<file path="src/rtl/occ_cfg_pkg.sv">
// Host address map, CTRL bit positions and sweep FSM encoding for the occupancy table responder.
// Shared by the table responder top and its bench-facing readback logic.
package occ_cfg_pkg;

    localparam logic [7:0] ADDR_INDEX  = 8'h7F;
    localparam logic [7:0] ADDR_CTRL   = 8'h80;
    localparam logic [7:0] ADDR_LIMIT  = 8'h81;
    localparam logic [7:0] ADDR_DWELL0 = 8'h84;
    localparam logic [7:0] ADDR_DWELL1 = 8'h85;
    localparam logic [7:0] ADDR_DWELL2 = 8'h86;
    localparam logic [7:0] ADDR_STATUS = 8'h88;

    localparam int CTRL_SWEEP_EN = 0;
    localparam int CTRL_WRAP     = 1;
    localparam int CTRL_START    = 2;

    typedef enum logic [1:0] {
        ST_IDLE = 2'd0,
        ST_RUN  = 2'd1,
        ST_DONE = 2'd2
    } sweep_state_t;

endpackage

</file>
<file path="src/rtl/occ_dpram.sv">
// Occupancy table RAM: port A host read/write, port B simulator read; outputs registered and held between reads.
// Latency 1 cycle, read-old-data when a write and read hit the same word; no backpressure, every access completes.
module occ_dpram #(
    parameter int DATA_BITS = 8,
    parameter int ADDR_BITS = 7,
    parameter int DEPTH     = 127,
    parameter     INIT_MEM  = "occ_table.mif"
) (
    input  logic                 clk,
    input  logic                 rst,
    input  logic [ADDR_BITS-1:0] a_addr,
    input  logic                 a_we,
    input  logic [DATA_BITS-1:0] a_wdata,
    input  logic                 a_rd,
    output logic [DATA_BITS-1:0] a_q,
    input  logic [ADDR_BITS-1:0] b_addr,
    input  logic                 b_rd,
    output logic [DATA_BITS-1:0] b_q
);

    (* ram_init_file = INIT_MEM *) logic [DATA_BITS-1:0] mem [0:DEPTH-1];

    // Initial contents are attached through the ram_init_file attribute; no logic is needed without a file name.
    if ($bits(INIT_MEM) == 0) begin : g_no_init_file
    end

    always_ff @(posedge clk) begin
        if (a_we) begin
            mem[a_addr] <= a_wdata;
        end
    end

    // Only the output registers are cleared; the array keeps its contents across reset.
    always_ff @(posedge clk or posedge rst) begin
        if (rst) begin
            a_q <= '0;
            b_q <= '0;
        end else begin
            if (a_rd) begin
                a_q <= mem[a_addr];
            end
            if (b_rd) begin
                b_q <= mem[b_addr];
            end
        end
    end

endmodule

</file>
<file path="src/rtl/occ_table_responder.sv">
// Occupancy table/index responder with host register port and an optional automatic index sweep.
// Latency: sim and host reads return 1 cycle after the strobe; no backpressure, every access completes.
module occ_table_responder
    import occ_cfg_pkg::*;
#(
    parameter int DATA_BITS  = 8,
    parameter int DWELL_BITS = 24,
    parameter     INIT_MEM   = "occ_table.mif",
    parameter int IDX_MAX    = 126
) (
    input  logic                 clk,
    input  logic                 rst,
    input  logic [7:0]           host_addr,
    input  logic                 host_write,
    input  logic [DATA_BITS-1:0] host_writedata,
    input  logic                 host_read,
    output logic [DATA_BITS-1:0] host_readdata,
    output logic                 host_rvalid,
    input  logic [6:0]           ram_addr,
    input  logic                 ram_read,
    output logic [DATA_BITS-1:0] ram_rdata,
    output logic [6:0]           cur_index,
    output logic                 sweep_done
);

    localparam logic [6:0] LIMIT_MAX = 7'(IDX_MAX);
    localparam logic [6:0] IDX_ADDR  = ADDR_INDEX[6:0];

    sweep_state_t          state, state_nxt;
    logic [6:0]            index;
    logic [6:0]            limit;
    logic                  sweep_en;
    logic                  wrap;
    logic [DWELL_BITS-1:0] dwell;
    logic [DWELL_BITS-1:0] dwell_cnt;
    logic                  step;

    logic                  host_tbl;
    logic                  idx_wr;
    logic                  ctrl_wr;
    logic                  start;
    logic                  en_nxt;
    logic                  at_limit;
    logic [DATA_BITS-1:0]  reg_rdata;

    logic                  host_tbl_q;
    logic [DATA_BITS-1:0]  host_reg_q;
    logic                  sim_idx_sel_q;
    logic [6:0]            sim_idx_q;
    logic [DATA_BITS-1:0]  ram_q_a;
    logic [DATA_BITS-1:0]  ram_q_b;

    assign host_tbl = ~host_addr[7] && (host_addr[6:0] != IDX_ADDR);
    assign idx_wr   = host_write && (host_addr == ADDR_INDEX);
    assign ctrl_wr  = host_write && (host_addr == ADDR_CTRL);
    assign start    = ctrl_wr && host_writedata[CTRL_START];
    assign en_nxt   = ctrl_wr ? host_writedata[CTRL_SWEEP_EN] : sweep_en;
    assign at_limit = index >= limit;

    occ_dpram #(
        .DATA_BITS (DATA_BITS),
        .ADDR_BITS (7),
        .DEPTH     (IDX_MAX + 1),
        .INIT_MEM  (INIT_MEM)
    ) u_dpram (
        .clk     (clk),
        .rst     (rst),
        .a_addr  (host_addr[6:0]),
        .a_we    (host_write && host_tbl),
        .a_wdata (host_writedata),
        .a_rd    (host_read && host_tbl),
        .a_q     (ram_q_a),
        .b_addr  (ram_addr),
        .b_rd    (ram_read && (ram_addr != IDX_ADDR)),
        .b_q     (ram_q_b)
    );

    always_ff @(posedge clk or posedge rst) begin
        if (rst) begin
            state <= ST_IDLE;
        end else begin
            state <= state_nxt;
        end
    end

    // A host index write in the same cycle as a due step wins and suppresses the step.
    always_comb begin
        state_nxt = state;
        step      = 1'b0;
        if (!en_nxt) begin
            state_nxt = ST_IDLE;
        end else if (start) begin
            state_nxt = ST_RUN;
        end else if (state == ST_RUN && dwell_cnt == dwell && !idx_wr) begin
            step = 1'b1;
            if (at_limit && !wrap) begin
                state_nxt = ST_DONE;
            end
        end
    end

    always_ff @(posedge clk or posedge rst) begin
        if (rst) begin
            index      <= '0;
            limit      <= LIMIT_MAX;
            sweep_en   <= 1'b0;
            wrap       <= 1'b0;
            dwell      <= '0;
            dwell_cnt  <= '0;
            sweep_done <= 1'b0;
        end else begin
            if (ctrl_wr) begin
                sweep_en <= host_writedata[CTRL_SWEEP_EN];
                wrap     <= host_writedata[CTRL_WRAP];
            end
            if (host_write && host_addr == ADDR_LIMIT) begin
                limit <= (host_writedata > DATA_BITS'(IDX_MAX)) ? LIMIT_MAX : host_writedata[6:0];
            end
            if (host_write && host_addr == ADDR_DWELL0) dwell[7:0]   <= host_writedata[7:0];
            if (host_write && host_addr == ADDR_DWELL1) dwell[15:8]  <= host_writedata[7:0];
            if (host_write && host_addr == ADDR_DWELL2) dwell[23:16] <= host_writedata[7:0];

            if (idx_wr) begin
                index      <= host_writedata[6:0];
                dwell_cnt  <= '0;
                sweep_done <= 1'b0;
            end else if (start) begin
                index      <= '0;
                dwell_cnt  <= '0;
                sweep_done <= 1'b0;
            end else if (step) begin
                dwell_cnt <= '0;
                if (!at_limit) begin
                    index <= index + 7'd1;
                end else if (wrap) begin
                    index <= '0;
                end else begin
                    sweep_done <= 1'b1;
                end
            end else if (state == ST_RUN && state_nxt == ST_RUN) begin
                dwell_cnt <= dwell_cnt + DWELL_BITS'(1);
            end else begin
                dwell_cnt <= '0;
            end
        end
    end

    always_comb begin
        reg_rdata = '0;
        case (host_addr)
            ADDR_INDEX:  reg_rdata = {1'b0, index};
            ADDR_CTRL:   reg_rdata = {6'b0, wrap, sweep_en};
            ADDR_LIMIT:  reg_rdata = {1'b0, limit};
            ADDR_DWELL0: reg_rdata = dwell[7:0];
            ADDR_DWELL1: reg_rdata = dwell[15:8];
            ADDR_DWELL2: reg_rdata = dwell[23:16];
            ADDR_STATUS: reg_rdata = {6'b0, sweep_done, state == ST_RUN};
            default:     reg_rdata = '0;
        endcase
    end

    // Register values are captured at the strobe so they line up with the RAM's registered output.
    always_ff @(posedge clk or posedge rst) begin
        if (rst) begin
            host_rvalid   <= 1'b0;
            host_tbl_q    <= 1'b0;
            host_reg_q    <= '0;
            sim_idx_sel_q <= 1'b0;
            sim_idx_q     <= '0;
        end else begin
            host_rvalid <= host_read;
            if (host_read) begin
                host_tbl_q <= host_tbl;
                host_reg_q <= reg_rdata;
            end
            if (ram_read) begin
                sim_idx_sel_q <= (ram_addr == IDX_ADDR);
                sim_idx_q     <= index;
            end
        end
    end

    assign host_readdata = host_tbl_q ? ram_q_a : host_reg_q;
    assign ram_rdata     = sim_idx_sel_q ? {1'b0, sim_idx_q} : ram_q_b;
    assign cur_index     = index;

endmodule

</file>
<file path="config.mk">
export PLATFORM = sky130hd
export DESIGN_NAME = occ_table_responder
export DESIGN_NICKNAME = d
export VERILOG_FILES = /design/src/rtl/occ_cfg_pkg.sv /design/src/rtl/occ_dpram.sv /design/src/rtl/occ_table_responder.sv
export SDC_FILE = /design/constraint.sdc
export NUM_CORES = 2
export LEC_CHECK = 0
export ABC_AREA = 1
export BUFFER_PORTS_ARGS = -buffer_cell sky130_fd_sc_hd__buf_2
export CORE_MARGIN = 2
export CORE_UTILIZATION = 45
export DETAILED_ROUTE_END_ITERATION = 6
export PLACE_DENSITY = 0.69
export SYNTH_ARGS = -nofsm -noshare
export SYNTH_HDL_FRONTEND = slang
export SYNTH_SLANG_ARGS = --single-unit
export TNS_END_PERCENT = 50
</file>
<file path="constraint.sdc">
create_clock -name clk -period 5.35 [get_ports clk]
set_input_delay 0.8025 -clock clk [delete_from_list [all_inputs] [get_ports clk]]
set_output_delay 0.8025 -clock clk [all_outputs]
set_load 0.05 [all_outputs]
</file>
# --- After elaboration in Yosys (flattened, before gate mapping) ---
# Memory sizes are Yosys's and may differ from the RTL's. A register that Yosys moved wholly into a read port is not among the register bits.
# Cells that the tools add are included.
classes:
  muxes: 28
  magnitude_cmp: 2
  n_reduce_logical: 21
  bitwise: 1
  n_addsub: 2
  n_eq_ne: 15
op_table:
  columns: ["cell", "n"]
  rows:
  - ["2-to-1 mux 24 bit", 4]
  - ["case mux 8 bit (7 select lines)", 1]
  - ["== test 8 bit, second input constant", 6]
  - ["2-to-1 mux 7 bit", 6]
  - ["adder 24 x 1 -> 24 bit, second input constant", 1]
  - ["== test 24 bit", 1]
  - ["2-to-1 mux 8 bit", 2]
  - ["logical AND 1 bit", 15]
  - ["!= test 7 bit, second input constant", 2]
  - ["2-to-1 mux 1 bit", 11]
  - ["== test 8 x 7 -> 1 bit, second input constant", 1]
  - ["> comparator 8 x 7 -> 1 bit, second input constant", 1]
  - ["2-to-1 mux 2 bit", 4]
  - ["adder 7 x 1 -> 7 bit, second input constant", 1]
  - ["== test 7 bit, second input constant", 1]
  - ["greater-or-equal comparator 7 bit", 1]
  - ["nonzero test 3 bit", 2]
  - ["== test 2 x 1 -> 1 bit, second input constant", 2]
  - ["!= test 4 bit, second input constant", 1]
  - ["!= test 3 x 1 -> 1 bit, second input constant", 1]
  - ["AND reduction 3 bit", 1]
  - ["zero test 1 bit", 2]
  - ["AND reduction 2 bit", 1]
  - ["NOT 1 bit", 1]
totals:
  output_inout_bits: 25
  word_cells: 85
  reg_bits: 85
  ramBits: 1016
  inputBits: 28
  memories: 1
memory_table:
  columns: ["name", "depth", "width", "read_ports", "rd_clocked_by_memory_dff", "wr", "line", "rtl"]
  rows:
  - ["u_dpram.mem", 127, 8, 2, 2, 1, "occ_dpram.sv:21", "(* ram_init_file = INIT_MEM *) logic [DATA_BITS-1:0] mem [0:DEPTH-1];"]

# --- Longest topological paths before layout ---
depth:
  word_depth: 13
  ltp_mapped: 16
  ltp_nobuf: 14

# --- Modules after synthesis ---
# Synthesis repeated with hierarchy kept, for this count alone.
unflattened:
  hier_cells: 7065
  hier_area_um2: 58369.7
modules_own_cells:
  columns: ["module", "n_inst", "area_per_inst_um2", "seq_area_each_um2", "cells_each"]
  rows:
  - ["occ_dpram", 1, 52914.5, 30909.6, 6320]
  - ["occ_table_responder", 1, 5455.2, 2134.5, 745]

# --- Worst setup path before layout ---
# No wires, ideal clock.
synth_path:
  path_type: "input-to-reg"
  from: "input port host_addr[4]"
  to: "memory u_dpram.mem[58][0] (enable)"
  cell_stages: 9
  n_path_buf: 2
  path_slack_ps: 2591
  required_ps: 4980
  setup_ps: 370
  arrival_time_ps: 2389
  path_cell_list: "buf_2 -> nand2_1 -> nor2_2 -> nand2_2 -> nand2_1 -> nor2_1 -> nand4_1 -> buf_2 -> nor2_1"
synth_via:
  elab_chain_cells: 5
synth_lines:
  columns: ["item", "line", "rtl"]
  rows:
  - ["start, declared", "occ_table_responder.sv:13", "input logic [7:0] host_addr,"]
  - ["!= test 7 bit", "occ_table_responder.sv:53", "assign host_tbl = ~host_addr[7] && (host_addr[6:0] != IDX_ADDR);"]
  - ["logical AND 1 bit", "occ_table_responder.sv:53", null]
  - ["logical AND 1 bit", "occ_table_responder.sv:69", ".a_we (host_write && host_tbl),"]
  - ["2-to-1 mux 1 bit", "occ_dpram.sv:28", "if (a_we) begin"]
  - ["2-to-1 mux 1 bit (implied by the code)", "occ_dpram.sv:29", "mem[a_addr] <= a_wdata;"]
  - ["end, declared", "occ_dpram.sv:21", null]
# Parallel ways exist; a longest one is shown, timed or not.

# --- Worst setup path in the final report ---
layout_path:
  from: "input port ram_addr[1]"
  to: "register u_dpram.b_q[5], read port of u_dpram.mem"
layout_via:
  elab_chain_cells: 2
layout_lines:
  columns: ["item", "line", "rtl"]
  rows:
  - ["start, declared", "occ_table_responder.sv:19", "input logic [6:0] ram_addr,"]
  - ["!= test 7 bit", "occ_table_responder.sv:74", ".b_rd (ram_read && (ram_addr != IDX_ADDR)),"]
  - ["logical AND 1 bit", "occ_table_responder.sv:74", null]
  - ["end, declared", "occ_dpram.sv:18", "output logic [DATA_BITS-1:0] b_q"]
# Parallel ways exist; a longest one is shown, timed or not.
# A chain may end at the register's enable or synchronous reset.

==> metrics.md <==
| Metric | Value |
|---|---|
| Cell type of the slowest stage on the worst timing path | sky130_fd_sc_hd__nand2_1 |
| Most numerous cell in the Yosys netlist | sky130_fd_sc_hd__nand2_1 |
| Clock tree sinks | 1117 |
| Worst EP required | 6.00 ns |
| Dpl cells | 8139 |
| Share of the synthesized area in the top cell type | 0.534 |
| Worst reg2reg path depth | 12 |
| Via density | 6.02 |
| Final Worst Setup Slack | 1.83 ns |
| Top post-synthesis cells by count | 2684 x sky130_fd_sc_hd__nand2_1, 1016 x sky130_fd_sc_hd__edfxtp_1, 651 x sky130_fd_sc_hd__nand3_1, 453 x sky130_fd_sc_hd__nor2_1, 378 x sky130_fd_sc_hd__inv_1 |
| Wire length per cell | 24.5 um |
| Post-placement setup slack | 1.37 ns |
| Fin crit period | 3.52 ns |
| Layout cells sized above 1 | 0.0677 |
| Total of endpoints with negative setup slack in the final report | 0 |
| Outcome | complete, no violations |
| RSZ-0062 raised after global routing | false |
| Area growth, synth to finish | 10.0% |
| Clock latency of the later-clocked register in the worst-skew pair | 0.73 ns |
| Total grt overflow | 0 |
| Port bufs | 52 |
| Count of nets after finishing | 6644 |
| Leading register cell type out of synthesis | sky130_fd_sc_hd__edfxtp_1 |
| IO Pins | 53 |
| First-pass GRT wire length | 300000 um |
| Number of global-route vias before repair | 46700 |
| Cell type contributing the most total cell area after synthesis | sky130_fd_sc_hd__edfxtp_1 |
| Clk buf depth | 3 |
| Number of endpoints with negative hold slack in the final report | 0 |
| Average size of a mapped cell | 8.53 um^2 |
| Mapped Nets | 6732 |
| Die extent in y | 360 um |
| Post-synth ARST share | 0.0904 |
| Starting utilization of the core area | 0.454 |
| Post-Syn Instances | 6695 |
| EDFF count, synth | 1016 |
| Startpoint Class | input pin |
| Number of resized instances in the post-cts repair step | 0 |
| Worst clock skew | 0.0297 ns |
| Post-route standard cell area excluding fillers | 0.0628 mm^2 |
| Syn Std Cell Area | 0.0571 mm^2 |
| Core region area | 0.126 mm^2 |
| Maximum number of pins on one net before global-route repair | 176 |
| Area of the die | 0.130 mm^2 |
| WS Path Type | in -> reg |
| Post-DP Area | 0.0591 mm^2 |
| Post-cts hold buffer count | 0 |
| Routability congestion estimate from global placement | 0.972 |
| Cell variety after synth | 46 |
| Relative slew slack | 0.169 |
| ANT nets after route | 0 |
| Period utilisation layout | 0.657 |
| CTS Root Cell | sky130_fd_sc_hd__clkbuf_16 |
| Number of warnings issued by yosys | 0 |
| Measured slew at the worst slew-check pin | 1.24 ns |
| TritonCTS buffer count | 116 |
| Drt drc | 0 |
| Timing-limited maximum frequency | 284 MHz |
| Power per cell area | 314 mW/mm^2 |
| Cell types occupying the most area after synthesis | sky130_fd_sc_hd__edfxtp_1 53%, sky130_fd_sc_hd__nand2_1 18%, sky130_fd_sc_hd__nand3_1 5.7% |
| Delay contributed by the slowest stage of the critical path | 0.93 ns |
| Critical Path Fanout Max | 24 |
| Total global-route track usage | 0.306 |
| Maximum ir drop on the vdd rail | 0.000257 V |
| Kind of capture point of the worst setup path | flop |
| Synth Register Bits | 1117 |
| Total via count in the routed design | 50400 |
| Most frequent cell on the critical path | sky130_fd_sc_hd__nand2_1 |
| Leakage power summed over all cells | 0.0251 uW |
| Data arrival time of the critical path | 4.17 ns |
| Deepest level of the CTS H-tree | 3 |
| Pre-Repair DR Iteration Count | 7 |
| Worst hold-check path type | in -> async |
| Post-layout instance count excluding filler cells | 8362 |
| DR iter-0 viols | 9034 |
| Initial antenna violation count | 7 |
| Clock-pin slew on the worst setup and hold paths | 0.06 ns |
| Critical Path, Cell by Cell | buf_4, inv_2, nand2_1, buf_4, a21oi_1, nor2_1, nand2_1, nand3_1, nand3_1, nand3_1, nand2_1, nand2_1, nand2_1 |
| Total wire length | 205000 um |
| Max-Cap Viols | 0 |
| Share of synthesized area occupied by flip-flops and latches | 0.578 |
| Clock tree from TritonCTS | built |
| Smallest hold slack | 0.165 ns |
| DIE WIDTH | 360 um |
| Number of post-CTS setup repair buffers | 0 |
| Max-slew violation total from the final report | 0 |
| Post-Route Setup TNS | 0 ns |
| Standard-cell row count | 130 |
| DP Wirelength | 123000 um |
-- registers in the layout, indices dropped and copies added (netlist names), 7 cells and up --
signal       flops
u_dpram.mem   1016
dwell           24
dwell_cnt       24
host_reg_q       8
u_dpram.a_q      8
u_dpram.b_q      8
cur_index        7
limit            7
sim_idx_q        7
-- logic make-up (layout without fill, tap and decap cells) --
family                   Yosys count  count (layout)  share of synthesized area
AND/OR/NAND/NOR                 3944            3944                      0.282
flip-flops                      1117            1117                      0.578
buffers and inverters            799             812                     0.0582
AO/OA/AOI/OAI                    795             795                     0.0748
XOR/XNOR                          31              31                    0.00475
adder cells (fa/ha/maj)            9               9                    0.00197
other                              0               4                          0
-- stage by stage --
step / total power [uW] / utilization
after floorplan: 10900 / -
after global placement: 11700 / 0.470
after detailed placement: 11800 / 0.470
after CTS: 19600 / 0.500
after global routing: 20200 / 0.500
final: 19700 / 0.500
-- power breakdown --
part / internal [uW] / switching, uW / leakage [uW]
clock network: 4510 / 3540 / 0.00182
registers: 9570 / 68.4 / 0.0105
logic: 468 / 1570 / 0.0128
-- per-layer routing --
layer | part of all wire | vias to the layer above | wire [um] | GRT usage
met1 | 0.36 | 23400 | 74400 | 0.407
met4 | 0.058 | 10 | 11800 | 0.164
li1 | - | 22100 | - | -
met5 | 0.00026 | - | 53 | 0
met3 | 0.15 | 771 | 31600 | 0.0920
met2 | 0.42 | 4063 | 86800 | 0.449
-- worst max-delay path: cells and delay by family --
kind | cells | cell delay (ns)
AND/OR/NAND/NOR | 9 | 1.76
buffers and inverters | 3 | 1.44
AO/OA/AOI/OAI | 1 | 0.12
-- layout by cell type, fill, tap and decap left out, drive strengths merged, types with 16 or more instances in the layout --
cell	n
nor2	487
inv	392
edfxtp	1016
a31oi	29
o211ai	79
nand4	66
nand3	655
xor2	16
clkbuf	138
buf	199
o21ai	355
nand2	2692
dfrtp	95
clkinv	68
a21oi	308
-- cell type report --
cell class | count | area, um^2
Antenna cell | 4 | 10.0
Clock buffer | 138 | 3070
Clock inverter | 81 | 646
Fill cell | 11400 | 62900
Inverter | 394 | 1500
Multi-Input combinational cell | 4779 | 20800
Sequential cell | 1117 | 33000
Tap cell | 1650 | 2060
Timing Repair Buffer | 199 | 1730
-- path summary, 6_finish.rpt --
check,start,slack (ns),end
setup / recovery,ram_addr[1],1.83,u_dpram.b_q[5]
hold / removal,rst,0.16,sim_idx_q[4]
setup reg to reg,limit[4],2.69,dwell_cnt[6]
hold reg to reg,state[1],0.49,state[1]
max in group asynchronous,rst,4.01,dwell_cnt[6]
min in group clk,host_read,0.39,host_rvalid
No activity file was read; power rests on OpenSTA's default activity.
